<file path="config.mk">
export PLATFORM = sky130hd
export DESIGN_NAME = div_scheduler
export DESIGN_NICKNAME = d
export VERILOG_FILES = /design/src/rtl/div_sched_pkg.sv /design/src/rtl/rr_arbiter.sv /design/src/rtl/div_scheduler.sv
export SDC_FILE = /design/constraint.sdc
export NUM_CORES = 1
export LEC_CHECK = 0
export CORE_AREA = 2 2 357 359
export DETAILED_ROUTE_END_ITERATION = 7
export DIE_AREA = 0 0 359 361
export PLACE_DENSITY = 0.36
export SLEW_MARGIN = 30
export SYNTH_ARGS = -nofsm -noshare
export SYNTH_HDL_FRONTEND = slang
export SYNTH_HIERARCHICAL = 1
export SYNTH_SLANG_ARGS = --single-unit
</file>
<file path="constraint.sdc">
create_clock -name clk_i -period 7.4 [get_ports clk_i]
set_input_delay 1.48 -clock clk_i [delete_from_list [all_inputs] [get_ports clk_i]]
set_output_delay 1.48 -clock clk_i [all_outputs]
set_load 0.03 [all_outputs]
</file>
<file path="src/rtl/div_sched_pkg.sv">
// rtl/div_sched_pkg.sv - shared state type and constants for the divider scheduler
package div_sched_pkg;

    typedef enum logic [1:0] {
        ST_IDLE = 2'd0,
        ST_BUSY = 2'd1,
        ST_RESP = 2'd2
    } sched_state_e;

    localparam int DEF_NREQ = 4;
    localparam int DEF_W    = 64;
    localparam int DEF_TMO  = 200;

    // Zero divisor result: every quotient bit set, remainder echoes the dividend, error flagged.
    localparam logic DIV0_Q_BIT = 1'b1;
    localparam logic DIV0_ERR   = 1'b1;
    localparam logic TMO_ERR    = 1'b1;

    function automatic int idx_width(input int n);
        return (n > 1) ? $clog2(n) : 1;
    endfunction

endpackage

</file>
<file path="src/rtl/rr_arbiter.sv">
// rtl/rr_arbiter.sv - round-robin arbiter whose priority pointer advances only when enabled
module rr_arbiter
    import div_sched_pkg::*;
#(
    parameter  int NREQ = DEF_NREQ,
    localparam int IW   = idx_width(NREQ)
) (
    input  logic            clk_i,
    input  logic            reset,
    input  logic [NREQ-1:0] req,
    input  logic            en,
    output logic [NREQ-1:0] grant,
    output logic [IW-1:0]   grant_idx,
    output logic            grant_vld
);

    logic [IW-1:0] ptr;
    logic [IW-1:0] cand;

    // First requester at or after the pointer wins, wrapping at NREQ.
    always_comb begin
        grant     = '0;
        grant_idx = '0;
        grant_vld = 1'b0;
        cand      = '0;
        for (int i = 0; i < NREQ; i++) begin
            cand = IW'((int'(ptr) + i) % NREQ);
            if (!grant_vld && req[cand]) begin
                grant_vld = 1'b1;
                grant_idx = cand;
            end
        end
        if (grant_vld) begin
            grant[grant_idx] = 1'b1;
        end
    end

    always_ff @(posedge clk_i) begin
        if (!reset) begin
            ptr <= '0;
        end else if (en && grant_vld) begin
            ptr <= (grant_idx == IW'(NREQ - 1)) ? '0 : grant_idx + IW'(1);
        end
    end

endmodule

</file>
<file path="src/rtl/div_scheduler.sv">
// rtl/div_scheduler.sv - shares one divider among NREQ requesters, one operation at a time
module div_scheduler
    import div_sched_pkg::*;
#(
    parameter  int NREQ = DEF_NREQ,
    parameter  int W    = DEF_W,
    parameter  int TMO  = DEF_TMO,
    localparam int IW   = idx_width(NREQ),
    localparam int CW   = idx_width(TMO)
) (
    input  logic              clk_i,
    input  logic              reset,
    input  logic [NREQ-1:0]   req_valid_i,
    output logic [NREQ-1:0]   req_ready_o,
    input  logic [NREQ*W-1:0] req_x_i,
    input  logic [NREQ*W-1:0] req_y_i,
    output logic              rsp_valid_o,
    input  logic              rsp_ready_i,
    output logic [IW-1:0]     rsp_id_o,
    output logic [W-1:0]      rsp_q_o,
    output logic [W-1:0]      rsp_r_o,
    output logic              rsp_err_o,
    output logic              div_start_o,
    output logic [W-1:0]      div_x_o,
    output logic [W-1:0]      div_y_o,
    input  logic              div_rdy_i,
    input  logic [2*W-1:0]    div_qr_i
);

    sched_state_e    state;
    sched_state_e    state_nx;
    logic [NREQ-1:0] grant;
    logic [IW-1:0]   gidx;
    logic            gvld;
    logic            xfer;
    logic            timeout;
    logic [W-1:0]    sel_x;
    logic [W-1:0]    sel_y;
    logic [W-1:0]    x_q;
    logic [W-1:0]    y_q;
    logic [IW-1:0]   id_q;
    logic [W-1:0]    q_q;
    logic [W-1:0]    r_q;
    logic            err_q;
    logic [CW-1:0]   cnt;

    rr_arbiter #(.NREQ(NREQ)) u_arb (
        .clk_i     (clk_i),
        .reset     (reset),
        .req       (req_valid_i),
        .en        (xfer),
        .grant     (grant),
        .grant_idx (gidx),
        .grant_vld (gvld)
    );

    assign xfer    = (state == ST_IDLE) && reset && gvld;
    assign sel_x   = req_x_i[int'(gidx)*W +: W];
    assign sel_y   = req_y_i[int'(gidx)*W +: W];
    assign timeout = (cnt == CW'(TMO - 1));

    always_ff @(posedge clk_i) begin
        if (!reset) begin
            state <= ST_IDLE;
        end else begin
            state <= state_nx;
        end
    end

    always_comb begin
        state_nx = state;
        case (state)
            ST_IDLE: begin
                if (xfer) begin
                    state_nx = (sel_y == '0) ? ST_RESP : ST_BUSY;
                end
            end
            ST_BUSY: begin
                if (div_rdy_i || timeout) begin
                    state_nx = ST_RESP;
                end
            end
            ST_RESP: begin
                if (rsp_ready_i) begin
                    state_nx = ST_IDLE;
                end
            end
            default: state_nx = ST_IDLE;
        endcase
    end

    // Operand capture and result registers; a divider strobe takes precedence over the timeout.
    always_ff @(posedge clk_i) begin
        if (!reset) begin
            x_q   <= '0;
            y_q   <= '0;
            id_q  <= '0;
            q_q   <= '0;
            r_q   <= '0;
            err_q <= 1'b0;
            cnt   <= '0;
        end else begin
            case (state)
                ST_IDLE: begin
                    if (xfer) begin
                        x_q  <= sel_x;
                        y_q  <= sel_y;
                        id_q <= gidx;
                        cnt  <= '0;
                        if (sel_y == '0) begin
                            q_q   <= {W{DIV0_Q_BIT}};
                            r_q   <= sel_x;
                            err_q <= DIV0_ERR;
                        end
                    end
                end
                ST_BUSY: begin
                    cnt <= cnt + CW'(1);
                    if (div_rdy_i) begin
                        q_q   <= div_qr_i[2*W-1:W];
                        r_q   <= div_qr_i[W-1:0];
                        err_q <= 1'b0;
                    end else if (timeout) begin
                        q_q   <= '0;
                        r_q   <= '0;
                        err_q <= TMO_ERR;
                    end
                end
                default: ;
            endcase
        end
    end

    always_comb begin
        req_ready_o = '0;
        div_start_o = 1'b0;
        div_x_o     = '0;
        div_y_o     = '0;
        rsp_valid_o = 1'b0;
        rsp_id_o    = '0;
        rsp_q_o     = '0;
        rsp_r_o     = '0;
        rsp_err_o   = 1'b0;
        case (state)
            ST_IDLE: begin
                if (reset) begin
                    req_ready_o = grant;
                end
            end
            ST_BUSY: begin
                div_start_o = 1'b1;
                div_x_o     = x_q;
                div_y_o     = y_q;
            end
            ST_RESP: begin
                rsp_valid_o = 1'b1;
                rsp_id_o    = id_q;
                rsp_q_o     = q_q;
                rsp_r_o     = r_q;
                rsp_err_o   = err_q;
            end
            default: ;
        endcase
    end

endmodule

</file>
; Word level (Yosys, flattened, before mapping)
; Index checks and enable logic that the tools add are counted.
[word_totals]
register_bits = 271
input_bits = 648
word_cells = 100
[classes]
add_sub_neg = 5
magnitude_cmp = 6
n_eq_ne = 9
shift = 2
mux = 51
reduce_logical = 18
[op_table]
columns = operator, count
row1 = 64-bit two-way mux, 11
row2 = 256-bit by 9-bit indexed part select with 64-bit output, 2
row3 = 64-bit one-hot mux with 2 select lines, 2
row4 = 64-bit logical NOT, 1
row5 = 2-bit two-way mux, 10
row6 = 1-bit two-way mux, 16
row7 = 8-bit one-hot mux with 2 select lines, 1
row8 = 2-bit by 3-bit < comparator with 1-bit output (second input constant), 5
row9 = 4-bit two-way mux, 3
row10 = 8-bit by 1-bit adder with 8-bit output (second input constant), 1
row11 = 1-bit binary-select mux with 2-bit select, 4
row12 = 8-bit == test (second input constant), 1
row13 = 8-bit two-way mux, 1
row14 = 1-bit logical AND, 7
row15 = 2-bit one-hot mux with 3 select lines, 1
row16 = 2-bit by 1-bit adder with 2-bit output (second input constant), 2
row17 = 2-bit adder (second input constant), 2
row18 = 2-bit == test (second input constant), 2
row19 = 2-bit by 1-bit != test with 1-bit output (second input constant), 2
row20 = 2-bit != test (second input constant), 2
row21 = 2-bit AND reduction, 2
row22 = 4-bit AND reduction, 1
row23 = 1-bit logical NOT, 3
row24 = 3-bit != test (second input constant), 1
row25 = 8 further kinds, 8

; Longest topological paths before layout
; Gate-level depths: netlist (run 1).
[logic_depth]
ltp_word = 19
mapped_depth = 13

; Modules after synthesis
; The synthesis (run 1) kept the hierarchy.
[by_module_without_submodules]
columns = mod, n_inst, cells_each, area_per_inst_um2, seq_area_each_um2
row1 = div_scheduler, 1, 1700, 15466.1, 5385.2
row2 = rr_arbiter, 1, 31, 254.0, 40.0

; Least setup slack after synthesis (run 1)
; Ideal clock, no wire load.
[synth_timing]
kind = input to register
startpoint = input port req_valid_i[2]
endpoint = register state[0]
setup_time_ns = 0.116
arrival_ns = 4.696
setup_slack_ns = 2.588
stages = 12
path_buffers = 3
path_cell_list = mux2i_1 -> nor2_1 -> nor3_1 -> buf_1 -> mux4_2 -> nor4_1 -> nand4_1 -> o41a_1 -> clkbuf_1 -> buf_1 -> a31oi_1 -> nor2_1
[synth_via]
elab_chain_cells = 17
[synth_rtl]
columns = item, line_no
row1 = "start, declared", div_scheduler.sv:13  ; input logic [NREQ-1:0] req_valid_i,
row2 = 1-bit binary-select mux with 2-bit select, rr_arbiter.sv:28  ; if (!grant_vld && req[cand]) begin
row3 = 1-bit two-way mux (implied by the code), rr_arbiter.sv:28
row4 = 1-bit two-way mux, rr_arbiter.sv:28
row5 = 1-bit logical NOT, rr_arbiter.sv:28
row6 = 1-bit logical AND, rr_arbiter.sv:28
row7 = 1-bit two-way mux, rr_arbiter.sv:28
row8 = 1-bit logical NOT, rr_arbiter.sv:28
row9 = 1-bit logical AND, rr_arbiter.sv:28
row10 = (+2 left out), n/a
row11 = 1-bit logical AND, rr_arbiter.sv:28
row12 = 2-bit two-way mux *, rr_arbiter.sv:28
row13 = net gidx[0], div_scheduler.sv:33  ; logic [IW-1:0] gidx;
row14 = 256-bit by 9-bit indexed part select with 64-bit output *, div_scheduler.sv:59  ; assign sel_y = req_y_i[int'(gidx)*W +: W];
row15 = 64-bit logical NOT *, div_scheduler.sv:75  ; state_nx = (sel_y == '0) ? ST_RESP : ST_BUSY;
row16 = 2-bit two-way mux *, div_scheduler.sv:75
row17 = 2-bit two-way mux *, div_scheduler.sv:74  ; if (xfer) begin
row18 = 2-bit one-hot mux with 3 select lines *, div_scheduler.sv:72  ; case (state)
row19 = "end signal, assigned", div_scheduler.sv:66  ; state <= state_nx;
row20 = "end, declared", div_scheduler.sv:30  ; sched_state_e state;
; The timed path passes the listed nets; every way through them passes the cells marked *. The select of a mux whose other input is x is not followed.
; A chain may end at the register's enable or synchronous reset.

; Final worst setup path (run 1)
[layout_timing]
startpoint = input port req_valid_i[0]
endpoint = output port req_ready_o[2]
[layout_via]
elab_chain_cells = 19
[layout_rtl]
columns = item, line_no
row1 = 1-bit binary-select mux with 2-bit select, rr_arbiter.sv:28
row2 = 1-bit two-way mux (implied by the code), rr_arbiter.sv:28
row3 = 1-bit two-way mux, rr_arbiter.sv:28
row4 = 1-bit logical NOT, rr_arbiter.sv:28
row5 = 1-bit logical AND, rr_arbiter.sv:28
row6 = 1-bit two-way mux, rr_arbiter.sv:28
row7 = 1-bit logical NOT, rr_arbiter.sv:28
row8 = 1-bit logical AND, rr_arbiter.sv:28
row9 = (+4 left out), n/a
row10 = net gidx[0], div_scheduler.sv:33
row11 = 2-bit by 3-bit < comparator with 1-bit output (implied by the code) or 2-bit by 1-bit >= comparator with 1-bit output (tied branches), rr_arbiter.sv:34  ; grant[grant_idx] = 1'b1;
row12 = 1-bit logical AND (implied by the code), rr_arbiter.sv:34
row13 = 1-bit two-way mux (implied by the code), rr_arbiter.sv:34
row14 = 1-bit demux with 2-bit select *, n/a
row15 = 4-bit two-way mux *, rr_arbiter.sv:33  ; if (grant_vld) begin
row16 = net grant[2], div_scheduler.sv:32  ; logic [NREQ-1:0] grant;
row17 = 4-bit two-way mux *, div_scheduler.sv:146  ; if (reset) begin
row18 = 4-bit two-way mux *, div_scheduler.sv:144  ; case (state)
row19 = "end, declared", div_scheduler.sv:14  ; output logic [NREQ-1:0] req_ready_o,
; Marks and branches as above.

==> flow_summary_export.csv, run 1 <==
group,metric,value,unit
run_status,outcome,"finished, final reports clean",
route,vias_per_cell,4.129,
clock_tree,cts_max_path_buffers,3,
route,ant_nets,0,
route,num_vias,17450,
route,wl_per_cell,25.86,um
pwr,switchingPower,1.945,mW
sta,setup_viol,0,
die,die_y,361,um
final_layout,filler_cell_count,13660,
clock_tree,cts_buffers,42,
die,ios,913,
die,start_util,12.54,%
pwr,p_int,3.849,mW
synthesis,synth_seq_area_share,34.51,%
worst_hold_path,hold_path_class,"register to register",
place,place_congestion,0.8827,
global_routing,grt_max_degree,109,
clock_tree,cts_hold_buf,0,
global_routing,antenna_found_initial,42,
synthesis,synth_top_area_cell,"dfxtp_1",
final_layout,multi_input_area,9548,um2
clock_tree,cts_tree,"built",
place,dpl_cell_area,26520,um2
global_routing,grt_pass1_vias,17880,
synthesis,syn_avg_cell_area,9.082,um2
sta,skew,0.01731,ns
die,dieArea,129600,um2
final_layout,final_design_area_no_fill,27980,um2
worst_hold_path,hold_start,"x_q[14]$_SDFFE_PN0P_",
sta,finalCritPeriodShare,81.25,%
pwr,combPwrFrac,32.7,%
global_routing,grt_util_all_layers,16.18,%
pwr,pwr-share-clk,36.3,%
synthesis,synthCells,1731,
synthesis,netlist_top_cells_area,"dfxtp_1 (35%), mux4_2 (18%), nand2_1 (7.9%)",
critical_path,critPathCaptureType,"output pin",
synthesis,ys_types,44,
clock_tree,ctsResizeCount,0,
clock_tree,cts_htree_levels,2,
pwr,p_leak,10.82,nW
critical_path,r2r-start,"u_arb/ptr[1]$_SDFFE_PN0P_",
route,dr.pass1.iters,5,
final_layout,register_area,5429,um2
final_layout,layout_common_cells,"clkdlybuf4s50_1 (910), nand2_1 (330), dfxtp_1 (270), and2_1 (135), o21ai_0 (135)",
synthesis,ys_warn_count,6,
clock_tree,cts_setup_buffers,0,
pwr,powerDensity,207.1,nW/um2
clock_tree,root_buffer,"clkbuf_16",
route,drc,0,
sta,relSlewSlack,38.56,%
final_layout,layout-drive-gt1-share,9.308,%
clock_tree,clk_pin_slew_worst_paths,0.05,ns
synthesis,ys_seq_elements,271,
critical_path,start_kind,"primary input",
global_routing,grt.overflow.total,0,
place,port_buffers,912,
die,die_w,359,um
final_layout,fin_nets,3180,
critical_path,arrival,4.53,ns
sta,tightestPinTransition,0.9217,ns
critical_path,crit_required,5.92,ns
sta,fmaxAchievable,0.1663,GHz
synthesis,syn-cell-area,15720,um2
synthesis,yosysTopAreaCellShare,34.51,%
place,dpl.hpwl,84240,um
pwr,ir_worst_vdd,0.0001311,V
die,core-area,125400,um2
flow_run,drv_cap,0,
final_layout,syn2layout_area_growth,78.00,%
route,drtIter0Drc,1034,
critical_path,startpoint,"req_valid_i[0]",
synthesis,ys.flop_type,"dfxtp_1",
sta,finalSetupTns,0,ns
clock_tree,clock-sinks,271,
sta,rsz0062_at_grt,"no",
sta,slew_violations,0,
die,row_count,130,
synthesis,synth_edf_count,0,
final_layout,layout_commonest_cell,"clkdlybuf4s50_1",
critical_path,crit_fanout,67,
clock_tree,insertion_delay,0.59,ns
global_routing,grt_pass1_wl,148800,um
sta,fin_crit,6.013,ns
pwr,p_seq_share,31.0,%
sta,hold_viol,0,
synthesis,syn_nets,2384,
critical_path,critPathKind,"primary input to output pin",
synthesis,async_reset_ff_share,0,%
route,postRouteWirelength,109300,um
pwr,swShare,33.57,%
[power groups by stage]
stage               logic, mW  registers [mW]  clock network (mW)
global route             2.03            1.82                2.25
global placement         1.92            1.83                   0
CTS                      1.93            1.80                2.21
finish                   1.89            1.80                2.11
detailed placement       1.92            1.83                   0
floorplan                1.01            1.77                   0
[cells in the mapped netlist (3+ instances only)]
library cell and count:
a21o_1 64, a21oi_1 11, a31oi_1 3, and2_1 135, and2b_1 3, and3_1 128
buf_1 11, buf_2 19, buf_4 5, clkbuf_1 155, dfxtp_1 271, ha_1 5
inv_1 7, mux4_2 128, nand2_1 331, nand3_1 130, nand4_1 5, nor2_1 9
nor2b_1 3, nor3_1 3, nor4_1 16, o211a_1 65, o21ai_0 135, o221a_1 64
[area by class of cell]
class                           instances  share of cell area, %
Antenna cell                           19                 0.1699
Clock buffer                           66                  4.628
Clock inverter                          8                 0.4337
Inverter                               10                 0.1789
Multi-Input combinational cell       1260                  34.12
Sequential cell                       271                  19.40
Tap cell                             1650                  7.378
Timing Repair Buffer                  942                  33.69
[worst max-delay path, stage by stage]
cell and delay [ns]:
clkdlybuf4s50_1 0.52, mux2i_1 0.18, nor2_1 0.07, nor3_2 0.22
buf_12 0.43, buf_4 0.45, inv_1 0.11, ha_1 0.21
and2b_1 0.15, and2_1 0.13, clkdlybuf4s50_1 0.58
[path summary, 6_finish.rpt]
| path | to | slack [ns] | cells past startpoint |
|---|---|---|---|
| max | req_ready_o[2] | 1.39 | 11 |
| min | x_q[14]$_SDFFE_PN0P_ | 0.45 | 2 |
| min reg2reg | x_q[14]$_SDFFE_PN0P_ | 0.45 | 2 |
| max reg2reg | r_q[8]$_SDFFE_PN0P_ | 2.61 | 11 |
[sequential cells by signal, summed over array words and instances, names as in the netlist]
signal,flops
y_q,64
u_arb/ptr,2
err_q,1
x_q,64
id_q,2
cnt,8
state,2
r_q,64
q_q,64
[cells by family after synthesis]
kind of cell             share of synthesized area, %
AO/OA/AOI/OAI                                   17.11
adder cells (fa/ha/maj)                        0.3980
buffers and inverters                           5.046
flip-flops                                      34.51
multiplexers                                    18.47
AND/OR/NAND/NOR                                 24.47
[per-layer routing]
| layer | GRT usage [%] | up-vias | routed length [um] |
|---|---|---|---|
| met2 | 26.23 | 750 | 50860 |
| met3 | 6.466 | 138 | 10120 |
| met5 | 0 | - | 230 |
| met4 | 4.443 | 36 | 2509 |
| met1 | 19.74 | 8571 | 45560 |
| li1 | - | 7954 | - |
[metrics by stage]
step                std cells  setup WS [ns]  hold WS (ns)  util [%]  power [mW]
global placement         4132          1.097        0.4404     21.12       3.748
global route             4215          1.113        0.4687     22.29       6.103
detailed placement       4133          1.092        0.4448     21.15       3.748
floorplan                1731          2.588        0.4314         -       2.777
finish                   4226          1.387        0.4506     22.31       5.794
CTS                      4207          1.251        0.4546     22.27       5.942
(Power assumes the default switching activity.)
==> run 2, diff against run 1 <==
--- a/config.mk
+++ b/config.mk
@@ -5,9 +5,9 @@
 export SDC_FILE = /design/constraint.sdc
 export NUM_CORES = 1
 export LEC_CHECK = 0
-export CORE_AREA = 2 2 357 359
+export CORE_AREA = 2 2 356 358
 export DETAILED_ROUTE_END_ITERATION = 7
-export DIE_AREA = 0 0 359 361
+export DIE_AREA = 0 0 358 360
 export PLACE_DENSITY = 0.36
 export SLEW_MARGIN = 30
 export SYNTH_ARGS = -nofsm -noshare
==> constraint.sdc (replaced) <==
create_clock -name clk_i -period 6.2 [get_ports clk_i]
set_input_delay 1.24 -clock clk_i [delete_from_list [all_inputs] [get_ports clk_i]]
set_output_delay 1.24 -clock clk_i [all_outputs]
set_load 0.03 [all_outputs]
==> run 2 against run 1 <==
  * Wire length is 0.28% higher
  * Sequential share of layout area fell by 0.051 points
  * Utilization rose by 0.15 points
  * Sequential power increased by 19%
  * First-iteration DRC count fell by 9.8%
  * Combinational power up 23%
  * Clock-buffer cell count decreased by 5
==> flow_summary_export.csv, run 2 (synthesized netlist as in run 1, its figures left out) <==
group,metric,value,unit
global_routing,grt_pass1_wl,147700,um
sta,setup_viol,0,
final_layout,layout_commonest_cell,"clkdlybuf4s50_1",
global_routing,grt_util_all_layers,16.26,%
route,vias_per_cell,4.090,
critical_path,critPathKind,"primary input to output pin",
die,row_count,130,
route,drtIter0Drc,933,
critical_path,r2r_end,"r_q[61]$_SDFFE_PN0P_",
critical_path,arrival,4.10,ns
critical_path,rrSetupSlack,1.82,ns
sta,hold_viol,0,
clock_tree,root_buffer,"clkbuf_16",
critical_path,crit_required,4.96,ns
final_layout,finish.utilization,22.46,%
pwr,ir_worst_vdd,0.0001435,V
sta,tightestPinTransition,0.9680,ns
die,die_w,358,um
route,wl_per_cell,25.88,um
critical_path,critPathCaptureType,"output pin",
sta,finalCritPeriodShare,86.11,%
final_layout,layout_common_cells,"clkdlybuf4s50_1 (910), nand2_1 (330), dfxtp_1 (270), and2_1 (135), o21ai_0 (135)",
worst_hold_path,min_delay_path_depth,2,
critical_path,ff2ff_path_depth,13,
final_layout,filler_cell_count,13720,
die,ios,913,
sta,rsz0062_at_grt,"no",
route,num_vias,17320,
worst_hold_path,min_to,"y_q[39]$_SDFFE_PN0P_",
pwr,powerDensity,241.3,nW/um2
final_layout,fin_nets,3195,
clock_tree,cts_max_path_buffers,3,
clock_tree,cts_buffers,40,
pwr,power.total,6.771,mW
worst_hold_path,hold_start,"y_q[39]$_SDFFE_PN0P_",
critical_path,start_kind,"primary input",
clock_tree,clock-sinks,271,
final_layout,layout-drive-gt1-share,9.696,%
critical_path,r2r-start,"u_arb/ptr[1]$_SDFFE_PN0P_",
run_status,outcome,"finished, final reports clean",
clock_tree,cts_htree_levels,2,
clock_tree,ctsResizeCount,0,
clock_tree,clk_pin_slew_worst_paths,0.05,ns
final_layout,final_cells,4234,
sta,skew,0.01596,ns
sta,fin_crit,5.339,ns
clock_tree,cts_hold_buf,0,
sta,relSlewSlack,35.47,%
flow_run,drv_cap,0,
route,postRouteWirelength,109600,um
worst_hold_path,hold_path_class,"register to register",
critical_path,crit_fanout,33,
place,dpl.hpwl,85680,um
clock_tree,cts_setup_buffers,0,
die,dieArea,128900,um2
global_routing,grt_max_degree,101,
place,port_buffers,912,
route,ant_nets,0,
final_layout,syn2layout_area_growth,78.47,%
place,place_congestion,0.9110,
clock_tree,insertion_delay,0.58,ns
sta,slew_violations,0,
final_layout,register_area,5429,um2
route,drc,0,
final_layout,multi_input_area,9548,um2
die,core-area,124900,um2
die,die_y,360,um
clock_tree,cts_tree,"built",
global_routing,grt_pass1_vias,17990,
route,dr.pass1.iters,5,
place,dp_cells,4150,
pwr,p_leak,10.87,nW
sta,finalSetupTns,0,ns
die,start_util,12.58,%
sta,fmaxAchievable,0.1873,GHz
global_routing,grt.overflow.total,0,
global_routing,antenna_found_initial,30,
==> run 2: changes by cell type in the layout (fill, tap and decap cells not counted), sizes merged <==
cell      previous run  this run
buf                 32        49
clkbuf              66        61
clkinv               4         5
clkinvlp             1         0
diode               19        16
bufinv               3         2
==> run 2: area by class of cell <==
cell class                 instances  share of cell area (%)
timing repair buffer             959                   34.38
sequential                       271                   19.35
inverter                          10                  0.1784
clock buffer                      61                   4.250
multi-input combinational       1260                   34.03
tap                             1650                   7.359
clock inverter                     7                  0.3033
antenna                           16                  0.1427
==> run 2: critical path, cell delays in order <==
cell and delay (ns):
clkdlybuf4s50_1 0.51, mux2i_1 0.17, nor2_1 0.06, nor3_2 0.25, buf_4 0.61, inv_1 0.15
ha_1 0.23, and2b_1 0.14, and2_1 0.13, clkdlybuf4s50_1 0.59
==> run 2: report_power, final <==
part	total (mW)	switching [mW]	leakage, nW	internal (mW)
combinational	2.32	1.24	8.00	1.08
clock	2.32	0.918	0.630	1.40
sequential	2.14	0.138	2.23	2.00
total	6.77	2.30	10.9	4.48
==> run 2: routing by layer <==
metal  track usage (%)  vias up  share of wire [%]
li1                  -     7987                  -
met1             20.27     8492                 42
met2             26.43      717                 47
met3             6.094      105                9.7
met4             3.651       16                1.8
met5                 0        -              0.097
==> run 2: worst max-delay path by stage <==
stage | from | end | slack (ns) | depth (start not counted)
3_5_place_dp | req_valid_i[0] | r_q[61]$_SDFFE_PN0P_ | 0.48 | 14
3_3_place_gp | req_valid_i[0] | r_q[62]$_SDFFE_PN0P_ | 0.53 | 14
2_1_floorplan | req_valid_i[2] | state[0]$_SDFFE_PN0P_ | 1.63 | 12
6_report | req_valid_i[0] | req_ready_o[2] | 0.86 | 10
4_1_cts | req_valid_i[0] | req_ready_o[2] | 0.77 | 10
5_1_grt | req_valid_i[0] | req_ready_o[2] | 0.62 | 10
==> run 2: metrics by stage <==
stage / setup slack [ns] / cell area, um2 / hold WS (ns)
3_3_place_gp: 0.5309 / 26720 / 0.4420
2_1_floorplan: 1.628 / 15720 / 0.4314
3_5_place_dp: 0.4805 / 26740 / 0.4464
6_report: 0.8610 / 28060 / 0.4494
4_1_cts: 0.7714 / 28020 / 0.4552
5_1_grt: 0.6190 / 28030 / 0.4704
==> run 3, diff against run 2 <==
--- a/config.mk
+++ b/config.mk
@@ -8,6 +8,7 @@
 export CORE_AREA = 2 2 356 358
 export DETAILED_ROUTE_END_ITERATION = 7
 export DIE_AREA = 0 0 358 360
+export GPL_ROUTABILITY_DRIVEN = 0
 export PLACE_DENSITY = 0.36
 export SLEW_MARGIN = 30
 export SYNTH_ARGS = -nofsm -noshare
==> results of run 3 <==
No change in the layout: final DEF, timing and power equal those of run 2.
